**config.mk**
```make
export PLATFORM = sky130hd
export DESIGN_NAME = serial_add_ctrl
export DESIGN_NICKNAME = d
export VERILOG_FILES = /design/src/rtl/serial_add_pkg.sv /design/src/rtl/bit_add_cell.sv /design/src/rtl/serial_add_ctrl.sv
export SDC_FILE = /design/constraint.sdc
export NUM_CORES = 1
export LEC_CHECK = 0
export ABC_AREA = 1
export BUFFER_PORTS_ARGS = -buffer_cell sky130_fd_sc_hd__buf_2
export CORE_UTILIZATION = 44
export CTS_CLUSTER_SIZE = 16
export DETAILED_ROUTE_END_ITERATION = 6
export GPL_ROUTABILITY_DRIVEN = 0
export PLACE_DENSITY_LB_ADDON = 0.12
export REMOVE_ABC_BUFFERS = 1
export SYNTH_ARGS = -nofsm -noshare
export SYNTH_HDL_FRONTEND = slang
export SYNTH_SLANG_ARGS = --single-unit
```
**constraint.sdc**
```tcl
create_clock -name clk -period 2.87 [get_ports clk]
set_clock_uncertainty 0.05 [all_clocks]
set_input_delay 0.574 -clock clk [delete_from_list [all_inputs] [get_ports clk]]
set_output_delay 0.574 -clock clk [all_outputs]
set_load 0.01 [all_outputs]
```
**src/rtl/serial_add_pkg.sv**
```systemverilog
// Shared types and constants for the bit-serial adder.
package serial_add_pkg;

    localparam int unsigned DEFAULT_WIDTH = 8;

    typedef enum logic [1:0] {
        IDLE,
        RUN,
        DONE
    } state_t;

endpackage

```
**src/rtl/bit_add_cell.sv**
```systemverilog
// One-bit full adder cell used by the serial adder datapath.
module bit_add_cell (
    input  logic a,
    input  logic b,
    input  logic cin,
    output logic s,
    output logic cout
);

    assign s    = a ^ b ^ cin;
    assign cout = (a & b) | (cin & (a ^ b));

endmodule

```
**src/rtl/serial_add_ctrl.sv**
```systemverilog
// Bit-serial adder: one operand bit per RUN cycle, LSB first, result in WIDTH cycles.
// Defining SERIAL_ADD_OVERFLOW_EN adds a registered signed-overflow output.
module serial_add_ctrl
    import serial_add_pkg::*;
#(
    parameter int unsigned WIDTH = DEFAULT_WIDTH
) (
    input  logic             clk,
    input  logic             reset,
    input  logic             start,
    input  logic [WIDTH-1:0] a,
    input  logic [WIDTH-1:0] b,
    input  logic             carryin,
    output logic             busy,
    output logic             done,
    output logic [WIDTH-1:0] sum,
    output logic             carryout
`ifdef SERIAL_ADD_OVERFLOW_EN
    ,
    output logic             overflow
`endif
);

    localparam int unsigned CW = $clog2(WIDTH + 1);

    state_t           state_q, state_d;
    logic [WIDTH-1:0] opa_q, opb_q, sum_q;
    logic [CW-1:0]    count_q;
    logic             carry_q;
    logic             s_bit, c_bit;
    logic             accept, last;

    assign accept = start && (state_q != RUN);
    assign last   = (count_q == CW'(WIDTH - 1));

    bit_add_cell u_cell (
        .a    (opa_q[0]),
        .b    (opb_q[0]),
        .cin  (carry_q),
        .s    (s_bit),
        .cout (c_bit)
    );

    always_comb begin
        state_d = state_q;
        unique case (state_q)
            IDLE:    if (start) state_d = RUN;
            RUN:     if (last) state_d = DONE;
            DONE:    state_d = start ? RUN : IDLE;
            default: state_d = IDLE;
        endcase
    end

    always_ff @(posedge clk) begin
        if (reset) begin
            state_q <= IDLE;
            opa_q   <= '0;
            opb_q   <= '0;
            sum_q   <= '0;
            count_q <= '0;
            carry_q <= 1'b0;
        end else begin
            state_q <= state_d;
            if (accept) begin
                opa_q   <= a;
                opb_q   <= b;
                sum_q   <= '0;
                count_q <= '0;
                carry_q <= carryin;
            end else if (state_q == RUN) begin
                // Sum fills from the MSB so the first-computed LSB lands at bit 0 after WIDTH shifts.
                sum_q   <= {s_bit, sum_q[WIDTH-1:1]};
                opa_q   <= opa_q >> 1;
                opb_q   <= opb_q >> 1;
                carry_q <= c_bit;
                count_q <= count_q + CW'(1);
            end
        end
    end

`ifdef SERIAL_ADD_OVERFLOW_EN
    logic ovf_q;

    // On the last cycle carry_q is the carry into the MSB and c_bit the carry out.
    always_ff @(posedge clk) begin
        if (reset) begin
            ovf_q <= 1'b0;
        end else if (accept) begin
            ovf_q <= 1'b0;
        end else if (state_q == RUN && last) begin
            ovf_q <= carry_q ^ c_bit;
        end
    end

    assign overflow = ovf_q;
`endif

    assign busy     = (state_q == RUN);
    assign done     = (state_q == DONE);
    assign sum      = sum_q;
    assign carryout = carry_q;

endmodule

```
==> metrics <==
status finished, final reports clean; # setup viols final 0; CTS H-tree lvls 2; Seq/Total Area, Yosys 44.0%; Starting Density 46.2%; Worst Path Arrival 1.37 ns; CTS hold repair buffers 0; setup TNS 0 ns; startpoint class of the critical path register; Detail Route Antenna Nets 0; path depth of the worst reg2reg path 4; reg2reg start state_q[0]; Post-Route WL 2800 um; RSZ-0062 raised after global routing false; WHS Path Cells 2; Worst-path clk slew 0.09 ns; worst-path fanout max 25; # rows 20; CTS tree built; sequential share of power 56.4%; fmax 501 MHz; Post-Layout Inst Area 1600 um2; PwrDens slightly above 500 nW/um2; Die Span X roughly 59 um; Logic pwr share 14.8%; final core utilization approximately 52%; number of global-route vias before repair ~1200; Clock Path Buffers 2; WP depth 4; I/O Buffers 30; global-route wire length before repair 4890 um; global routing usage on met2 33.0%; gr usage total 19.4%; maximum VDD drop 0.320 mV; P_sw 235 uW; postcts setup bufs 0; initial antenna violation count 0; clock power share 28.8%; Req. time, crit path 2.25 ns; Placed Area 1550 um2; Pleak 0.783 nW; CP Class register to primary output; Worst-Skew Late Latency 0.33 ns; max-cap violation count 0; largest net degree at the start of global routing 47; IO Pins 31; residual DRC count 0; Rel. slew slack 48.0%; GR Overflow Total 0; actual slew at the worst max-slew pin 0.778 ns; Critical-path top delay cell dfxtp_1; Die Y 58.6 um; initial drt markers 70; post-DP HPWL 1890 um; Syn-to-layout area delta 13.3%; full die area roughly 3400 um2; HP Start opb_q[5]; CTS Root Cell clkbuf_4; flop and latch count out of synthesis 31; GR peak layer met2; met3 usage under 10%; Slew Limit Fails 0; # nets final 245; share of layout cells above drive strength 1 20.1%; Tcrit/Tclk final a little over two thirds; minimum clock period approximately 2 ns; Pint around 590 uW; CP top delay family buffers and inverters; CP bufs+invs 3; n_diodes 0; Num CTS Buffers 5; Setup crit start state_q[0]; CTS sink cnt 31; Gate Count Post-Synth 196; vias per cell 4.84; hold crit path type register to register; Core Box Area between 3000 and 4000 um2; Ys Warns 0; crit path capture type primary output; met1 Track Usage GR 21.8%; Initial DRT Pass Iterations 4; synth unique cells 21; Mapped Avg Cell Area 7.20 um2; worst path cell trace inv_1 > nor2_4 > buf_4 > buf_2; Mapped Area around 1400 um2; post-CTS sizing 0; CP peak stage delay ~0.4 ns; total vias in the final route 1296; switching share of power between 20% and 30%; WL per Instance between 10 and 15 um; Fin. Hold Viols 0
==> kinds of logic after synthesis <==
family	Yosys count	share of synthesized area, %
AO/OA/AOI/OAI	14	6.47
XOR/XNOR	1	0.621
adder cells (fa/ha/maj)	2	2.30
buffers and inverters	28	9.84
flip-flops	31	44.0
AND/OR/NAND/NOR	120	36.8
==> tightest hold or removal path, delay by kind of cell, from the launching register on <==
family           cells  cell delay, ns
flip-flops           1            0.32
AND/OR/NAND/NOR      2            0.10
==> flip-flops by register name (all words and copies together), names as in the netlist <==
| name | flops |
|---|---|
| sum | 8 |
| count_q | 4 |
| state_q | 2 |
| carryout | 1 |
| opa_q | 8 |
| opb_q | 8 |
==> synth_stat cells <==
cell | instances | area [um2]
nand2_2 | 1 | 6.26
ha_1 | 1 | 12.5
a21oi_1 | 7 | 35.0
nor2_1 | 7 | 26.3
clkbuf_1 | 1 | 3.75
nor3_1 | 1 | 5.00
o21ai_2 | 1 | 8.76
a21oi_2 | 4 | 35.0
buf_4 | 6 | 45.0
inv_2 | 1 | 3.75
o21ai_0 | 1 | 5.00
inv_1 | 16 | 60.1
buf_2 | 3 | 15.0
fa_1 | 1 | 20.0
nand2_1 | 64 | 240
nand3_1 | 46 | 230
dfxtp_1 | 31 | 621
buf_6 | 1 | 11.3
xor2_1 | 1 | 8.76
nor2_4 | 1 | 11.3
o31ai_1 | 1 | 7.51
==> final timing paths <==
check / to / slack [ns]
max: busy / 0.87
min: opb_q[4] / 0.41
max reg2reg: state_q[0] / 1.16
min reg2reg: opb_q[4] / 0.41
==> metal layers <==
metal	share of wire, %	routed length (um)
met1	44	1220
met2	49	1380
met3	5.2	145
met4	1.8	51
met5	0	0
==> through the flow <==
step	instances	hold WS, ns	total power [mW]	setup WS, ns
2_1_floorplan	185	0.377	0.552	1.47
3_3_place_gp	260	0.395	0.594	0.960
3_5_place_dp	260	0.393	0.598	0.942
4_1_cts	268	0.410	0.837	0.856
5_1_grt	268	0.421	0.873	0.776
6_report	268	0.405	0.823	0.873
==> power by group through the flow <==
stage	clock, mW	sequential, mW	combinational [mW]
after detailed placement	0	0.474	0.124
after global routing	0.264	0.467	0.142
after floorplan	0	0.472	0.0796
after global placement	0	0.474	0.120
final	0.237	0.464	0.122
after CTS	0.249	0.464	0.124
==> layout make-up <==
type	count	area, um2
repair buffers	31	158
well taps	44	55.1
clock buffers	7	45.0
fillers	339	1450
inverters	17	63.8
multi-input cells	137	652
flip-flops and latches	31	621
clock inverters	1	5.00
==> layout by cell type (no fill, tap or decap), drive strengths merged <==
cell     n
clkbuf   7
buf     31
dfxtp   31
o31ai    1
nor3     1
clkinv   1
nand2   65
xor2     1
fa       1
a21oi   11
nand3   46
inv     17
ha       1
o21ai    2
nor2     8
(Power assumes the default switching activity.)
